$ cat src/rtl/burst_arbiter.sv
// rtl/burst_arbiter.sv - shares one word consumer between NUM_REQ FIFOs in fixed-length bursts
// Define BURST_ARB_FIXED_PRIO_EN for lowest-index-wins arbitration instead of round-robin.
module burst_arbiter #(
    parameter int DATA_WIDTH = 16,
    parameter int NUM_REQ    = 4,
    parameter int BURST_LEN  = 4,
    parameter int ID_WIDTH   = (NUM_REQ > 1) ? $clog2(NUM_REQ) : 1
) (
    input  logic                          clk,
    input  logic                          rst_n,
    input  logic [NUM_REQ*DATA_WIDTH-1:0] req_data,
    input  logic [NUM_REQ-1:0]            req_empty_n,
    output logic [NUM_REQ-1:0]            req_deq,
    output logic [DATA_WIDTH-1:0]         out_data,
    output logic                          out_empty_n,
    input  logic                          out_deq,
    output logic [ID_WIDTH-1:0]           grant_id,
    output logic                          busy,
    output logic                          burst_done
);

    localparam int CNT_WIDTH = $clog2(BURST_LEN + 1);
    localparam logic [CNT_WIDTH-1:0] LAST_CNT = CNT_WIDTH'(BURST_LEN - 1);
    localparam logic [ID_WIDTH-1:0]  LAST_ID  = ID_WIDTH'(NUM_REQ - 1);

    typedef enum logic {
        IDLE  = 1'b0,
        BURST = 1'b1
    } state_t;

    state_t                 state, state_nxt;
    logic [CNT_WIDTH-1:0]   count, count_nxt;
    logic [ID_WIDTH-1:0]    grant_nxt;
    logic                   done_nxt;
    logic [ID_WIDTH-1:0]    win_id;
    logic                   win_found;
    logic                   transfer;

`ifdef BURST_ARB_FIXED_PRIO_EN
    always_comb begin
        win_found = 1'b0;
        win_id    = '0;
        for (int i = 0; i < NUM_REQ; i++) begin
            if (!win_found && req_empty_n[i]) begin
                win_found = 1'b1;
                win_id    = ID_WIDTH'(i);
            end
        end
    end
`else
    logic [ID_WIDTH-1:0] rr_ptr, rr_ptr_nxt;
    int                  idx;

    // Search starts at rr_ptr and wraps, so the last-served requester goes to the back.
    always_comb begin
        win_found = 1'b0;
        win_id    = '0;
        idx       = 0;
        for (int i = 0; i < NUM_REQ; i++) begin
            idx = int'(rr_ptr) + i;
            if (idx >= NUM_REQ) begin
                idx = idx - NUM_REQ;
            end
            if (!win_found && req_empty_n[idx]) begin
                win_found = 1'b1;
                win_id    = ID_WIDTH'(idx);
            end
        end
    end
`endif

    // Datapath is a pure mux on the held grant: no added latency while bursting.
    always_comb begin
        out_data    = req_data[int'(grant_id)*DATA_WIDTH +: DATA_WIDTH];
        out_empty_n = (state == BURST) && req_empty_n[grant_id];
        transfer    = out_deq && out_empty_n;
        req_deq     = '0;
        if (transfer) begin
            req_deq[grant_id] = 1'b1;
        end
        busy = (state == BURST);
    end

    always_comb begin
        state_nxt  = state;
        count_nxt  = count;
        grant_nxt  = grant_id;
        done_nxt   = 1'b0;
`ifndef BURST_ARB_FIXED_PRIO_EN
        rr_ptr_nxt = rr_ptr;
`endif
        case (state)
            IDLE: begin
                if (win_found) begin
                    state_nxt = BURST;
                    grant_nxt = win_id;
                    count_nxt = '0;
                end
            end
            BURST: begin
                if (transfer) begin
                    if (count == LAST_CNT) begin
                        state_nxt  = IDLE;
                        count_nxt  = '0;
                        done_nxt   = 1'b1;
`ifndef BURST_ARB_FIXED_PRIO_EN
                        rr_ptr_nxt = (grant_id == LAST_ID) ? '0 : grant_id + 1'b1;
`endif
                    end else begin
                        count_nxt = count + 1'b1;
                    end
                end
            end
        endcase
    end

    always_ff @(posedge clk or negedge rst_n) begin
        if (!rst_n) begin
            state      <= IDLE;
            count      <= '0;
            grant_id   <= '0;
            burst_done <= 1'b0;
`ifndef BURST_ARB_FIXED_PRIO_EN
            rr_ptr     <= '0;
`endif
        end else begin
            state      <= state_nxt;
            count      <= count_nxt;
            grant_id   <= grant_nxt;
            burst_done <= done_nxt;
`ifndef BURST_ARB_FIXED_PRIO_EN
            rr_ptr     <= rr_ptr_nxt;
`endif
        end
    end

endmodule

$ cat config.mk
export PLATFORM = sky130hd
export DESIGN_NAME = burst_arbiter
export DESIGN_NICKNAME = d
export VERILOG_FILES = /design/src/rtl/burst_arbiter.sv
export SDC_FILE = /design/constraint.sdc
export NUM_CORES = 1
export LEC_CHECK = 0
export BUFFER_PORTS_ARGS = -buffer_cell sky130_fd_sc_hd__buf_2
export CORE_AREA = 2 2 54 56
export CTS_CLUSTER_SIZE = 40
export DETAILED_ROUTE_END_ITERATION = 8
export DIE_AREA = 0 0 56 58
export MAX_ROUTING_LAYER = met4
export PLACE_DENSITY_LB_ADDON = 0.12
export SLEW_MARGIN = 20
export SYNTH_ARGS = -nofsm -noshare
export SYNTH_HDL_FRONTEND = slang
export SYNTH_SLANG_ARGS = --single-unit
$ cat constraint.sdc
create_clock -name clk -period 2.7 [get_ports clk]
set_input_delay 0.405 -clock clk [delete_from_list [all_inputs] [get_ports clk]]
set_output_delay 0.405 -clock clk [all_outputs]
set_load 0.02 [all_outputs]
## Word-level counts from Yosys, hierarchy flattened

Cells that the tools add are included.

- Multiplexer cells: 41
- Add/subtract/negate cells: 9
- Divide/modulo/power cells: 0
- Bitwise logic cells: 1
- Reduce and logical (&&, ||, !) cells: 12
- Shifts and indexed selects: 1
- Equality and inequality tests: 4
- Multiply operators: 0
- Magnitude comparators: 10

Operators by type and width:

| operator | count |
|---|---|
| 32-bit by 4-bit less-than comparator with 1-bit output, second input constant | 4 |
| 32-bit 2-to-1 mux | 4 |
| 64-bit by 7-bit variable part select with 16-bit output | 1 |
| 1-bit 2-to-1 mux | 20 |
| 3-bit by 3-bit subtractor with 4-bit output, second input constant | 3 |
| 1-bit binary-select mux with 2-bit select | 5 |
| 2-bit 2-to-1 mux | 5 |
| 3-bit greater-or-equal comparator, second input constant | 3 |
| 3-bit 2-to-1 mux | 3 |
| 2-bit by 2-bit adder with 3-bit output, second input constant | 2 |
| 1-bit logical AND | 6 |
| 3-bit one-hot mux with 2 select lines | 1 |
| 4-bit 2-to-1 mux | 1 |
| 2-bit AND reduction | 2 |
| 2-bit by 3-bit subtractor with 4-bit output, second input constant | 1 |
| 2-bit by 1-bit adder with 3-bit output, second input constant | 1 |
| 3-bit by 1-bit adder with 3-bit output, second input constant | 1 |
| 3-bit by 2-bit == test with 1-bit output, second input constant | 1 |
| 2-bit by 3-bit greater-or-equal comparator with 1-bit output, second input constant | 1 |
| 1-bit zero test | 3 |
| 2-bit by 3-bit less-than comparator with 1-bit output, second input constant | 1 |
| 3-bit AND reduction | 1 |
| 2-bit by 1-bit adder with 2-bit output, second input constant | 1 |
| 1-bit demux with 2-bit select | 1 |
| 6 further kinds | 6 |

- Bits in writable memories: 0
- Flip-flop bits (word level): 9
- Word-level logic and storage cells: 83
- Memories: 0
- Memory bits (read-only): 0
- Input bits: 71
- Output and inout bits: 25
- Bits in latches: 0

## Logic depth before layout (Yosys ltp)

- Depth after elaboration: 17
- Depth in mapped cells: 5
- Mapped depth without buffers: 4

## Worst setup path after synthesis

Ideal clock, no wire load.

- Path kind: register -> output
- Start point: register grant_id[0]
- End point: output out_data[0]
- Path slack: 0.780 ns
- Stages on the path, launching flop included: 3
- Data required time: 2.295 ns
- Arrival time: 1.515 ns
- Path through: dfrtp_1 buf_2 mux4_1

- Cells in the longest elaborated chain, start to end: 1

Ends and longest elaborated chain:

| element | RTL line | RTL |
|---|---|---|
| from (decl) | 17 | `output logic [ID_WIDTH-1:0] grant_id,` |
| from (signal assigned) | 129 | `grant_id <= grant_nxt;` |
| 64-bit by 7-bit variable part select with 16-bit output | 74 | `out_data = req_data[int'(grant_id)*DATA_WIDTH +: DATA_WIDTH];` |
| to (decl) | 14 | `output logic [DATA_WIDTH-1:0] out_data,` |

No other way between the ends.

## Worst setup path after layout

- Start point: register grant_id[0]
- End point: output out_data[15]

The elaborated chain is that of the path after synthesis.

==> impl_results.md <==
* Status: complete, no violations
* Placed insts at 204
* Worst hold slack at 0.495 ns
* Clock Latency Late Sink at 0.27 ns
* Chain of cells forming the critical path: buf_4 -> mux4_1 -> buf_2
* Placeable Area at 2660 µm²
* Commonest cells after routing, fill and taps aside: buf_2, mux4_2, dfrtp_1, nand2_1
* Post-layout min period at 2.32 ns
* Fill count at 242
* Max Clock Skew at 0.00525 ns
* Netlist cell types at 27
* DIE HEIGHT at 58 µm
* Clock root buffer master: clkbuf_4
* Final TNS setup at 0 ns
* GRT Total Usage at 0.192
* Slew @ Worst Pin at 0.502 ns
* ANT nets after route at 0
* # port buffers at 95
* Die W at 56 µm
* GPL Wtd Cong at 0.770
* Post-synth EDFFs at 0
* Metal1 wirelength at 1.05 mm
* Final period util at 0.861
* DR vias/cell at 5.18
* WP data required at 2.30 ns
* Min setup slack post-route at 0.376 ns
* Via Count at 1,083
* Congestion Overflow GR at 0
* Endpoints failing hold at 0
* Initial antenna violation count at 0
* Number of DRC markers in iteration 0 at 18
* Worst path max stage delay at 0.65 ns
* WP data arrival at 1.92 ns
* Max_slew headroom at 0.665
* H-tree levels at 1
* Number of remaining DRC errors at 0
* # clock sinks at 9
* Synth Instances at 79
* First-pass GRT wire length at 4.75 mm
* Cell taking the most area after synthesis: mux4_2
* Detailed Routing Iterations Pass 1 at 3
* # setup viols final at 0
* Final WL at 3.01 mm
* Multi-input gate area at 742 µm²
* Vias in the first global route at 1,068
* Pwr/cell area at 854 nW/µm²
* Seq/Total Area, Yosys at 0.224
* Max Clk Rate at 0.430 GHz
* Pin count of the biggest net entering global routing at 22
* Die area at 3250 µm²
* Postcts setup bufs at 0
* Critical Path Sink Type: primary output
* Kind of critical path: register to primary output
* Util after Layout at 0.583
* Worst Path Max Fanout at 14
* Post-Layout Cell Count at 209
* Mapped Area at 1000 µm²
* Ys Warns at 0
* Worst-path clk slew at 0.06 ns
* FF/Latch Area at 225 µm²
* Slew Limit Fails at 0
* Routed wl met3 at 247 µm
* CTS buffer count at 3
* #FFs+latches synth at 9
* Longest Clk Path Bufs at 2
* HP Class: register to register
* Area growth syn-to-layout at 54.5%
* Hpwl dp at 2.64 mm
* VDD IR-drop max at 0.529 mV
* Ys async rst share at 1.00
* Fin nets at 255
* Syn Nets at 155
* Avg WL per Cell at 14.4 µm
* Post-synth top flop: dfrtp_1
* Setup Slack @ Placement at 0.617 ns
* Post-synthesis average cell area at 12.7 µm²
* Post-CTS sizing at 0
* RSZ-0062 raised after global routing: false
* Placement Rows at 19
* Uppermost layer routed: met4
* Max_cap viols at 0
* Startpoint Class: register
* TritonCTS clock tree: built
* Synth area leaders: mux4_2, dfrtp_1, mux4_1
* Post-synth top area share at 0.247
* Met2 WL at 1.69 mm
* Initial Utilization at 0.377
* Share of cells above drive strength 1 at 0.669
* # diodes at 0
* Commonest non-fill, non-tap cell in the layout: buf_2
* Pleak at 0.000815 µW
* Cell at the slowest stage of the critical path: dfrtp_1
* Top-Level Pins at 96
==> registers in the layout, indices dropped and copies added (netlist names) <==
register    count
busy            1
rr_ptr          2
burst_done      1
grant_id        2
count           3
==> logic make-up (layout without fill, tap and decap cells) <==
| logic type | after synthesis | count (layout) | share of synthesized area |
|---|---|---|---|
| buffers and inverters | 7 | 106 | 0.0374 |
| flip-flops | 9 | 9 | 0.224 |
| multiplexers | 22 | 22 | 0.448 |
| AND/OR/NAND/NOR | 26 | 26 | 0.151 |
| adder cells (fa/ha/maj) | 5 | 5 | 0.0623 |
| AO/OA/AOI/OAI | 10 | 10 | 0.0772 |
==> per-stage QoR <==
stage / area [µm²] / power, µW
global route: 1550 / 1430
floorplan: 1000 / 950
detailed placement: 1520 / 1240
CTS: 1550 / 1350
finish: 1550 / 1330
global placement: 1520 / 1210
==> final timing paths <==
path	start	endpoint	slack, ns	cells after the start
worst max-delay path	grant_id[0]	out_data[15]	0.38	3
worst min-delay path	count[2]	count[2]	0.49	2
worst max register to register	grant_id[0]	rr_ptr[1]	0.98	4
worst min register to register	count[2]	count[2]	0.49	2
max in group asynchronous	rst_n	count[2]	2.00	2
min in group asynchronous	rst_n	busy	0.51	2
==> cell type report <==
cell class | count | area share
inverter | 3 | 0.00725
multi-input combinational | 63 | 0.478
sequential | 9 | 0.145
tap | 31 | 0.0250
clock inverter | 1 | 0.00322
timing repair buffer | 99 | 0.327
clock buffer | 3 | 0.0145
==> timing repair <==
item,in CTS,in global routing
hold buffers,1,0
endpoints found under the setup margin,0,0
hold endpoints to repair,9,0
==> critical path: cells and delay by family, from the launching register on <==
family,cells,cell delay (ns)
flops,1,0.65
buf+inv,2,0.43
mux,1,0.57
==> Yosys cell counts, types with 2 or more instances <==
library cell  instances
dfrtp_1               9
nand3_1               3
inv_1                 3
and2_1                4
a21oi_1               2
mux2_4                2
mux4_2               11
ha_1                  5
o21ai_0               3
nand2b_1              4
nand3b_1              2
buf_2                 3
nand2_1               7
mux2i_1               3
mux4_1                5
nor2_1                2
==> where the power goes <==
group	internal, µW	switching [µW]
Sequential	178	77.8
Combinational	472	493
Clock	54.8	50.5
Total	705	621
==> per-layer routing <==
metal	GRT usage	vias up
met3	0.0580	2
li1	-	516
met1	0.193	512
met4	0.0238	0
met5	-	-
met2	0.375	53
No activity file was read; power rests on OpenSTA's default activity.
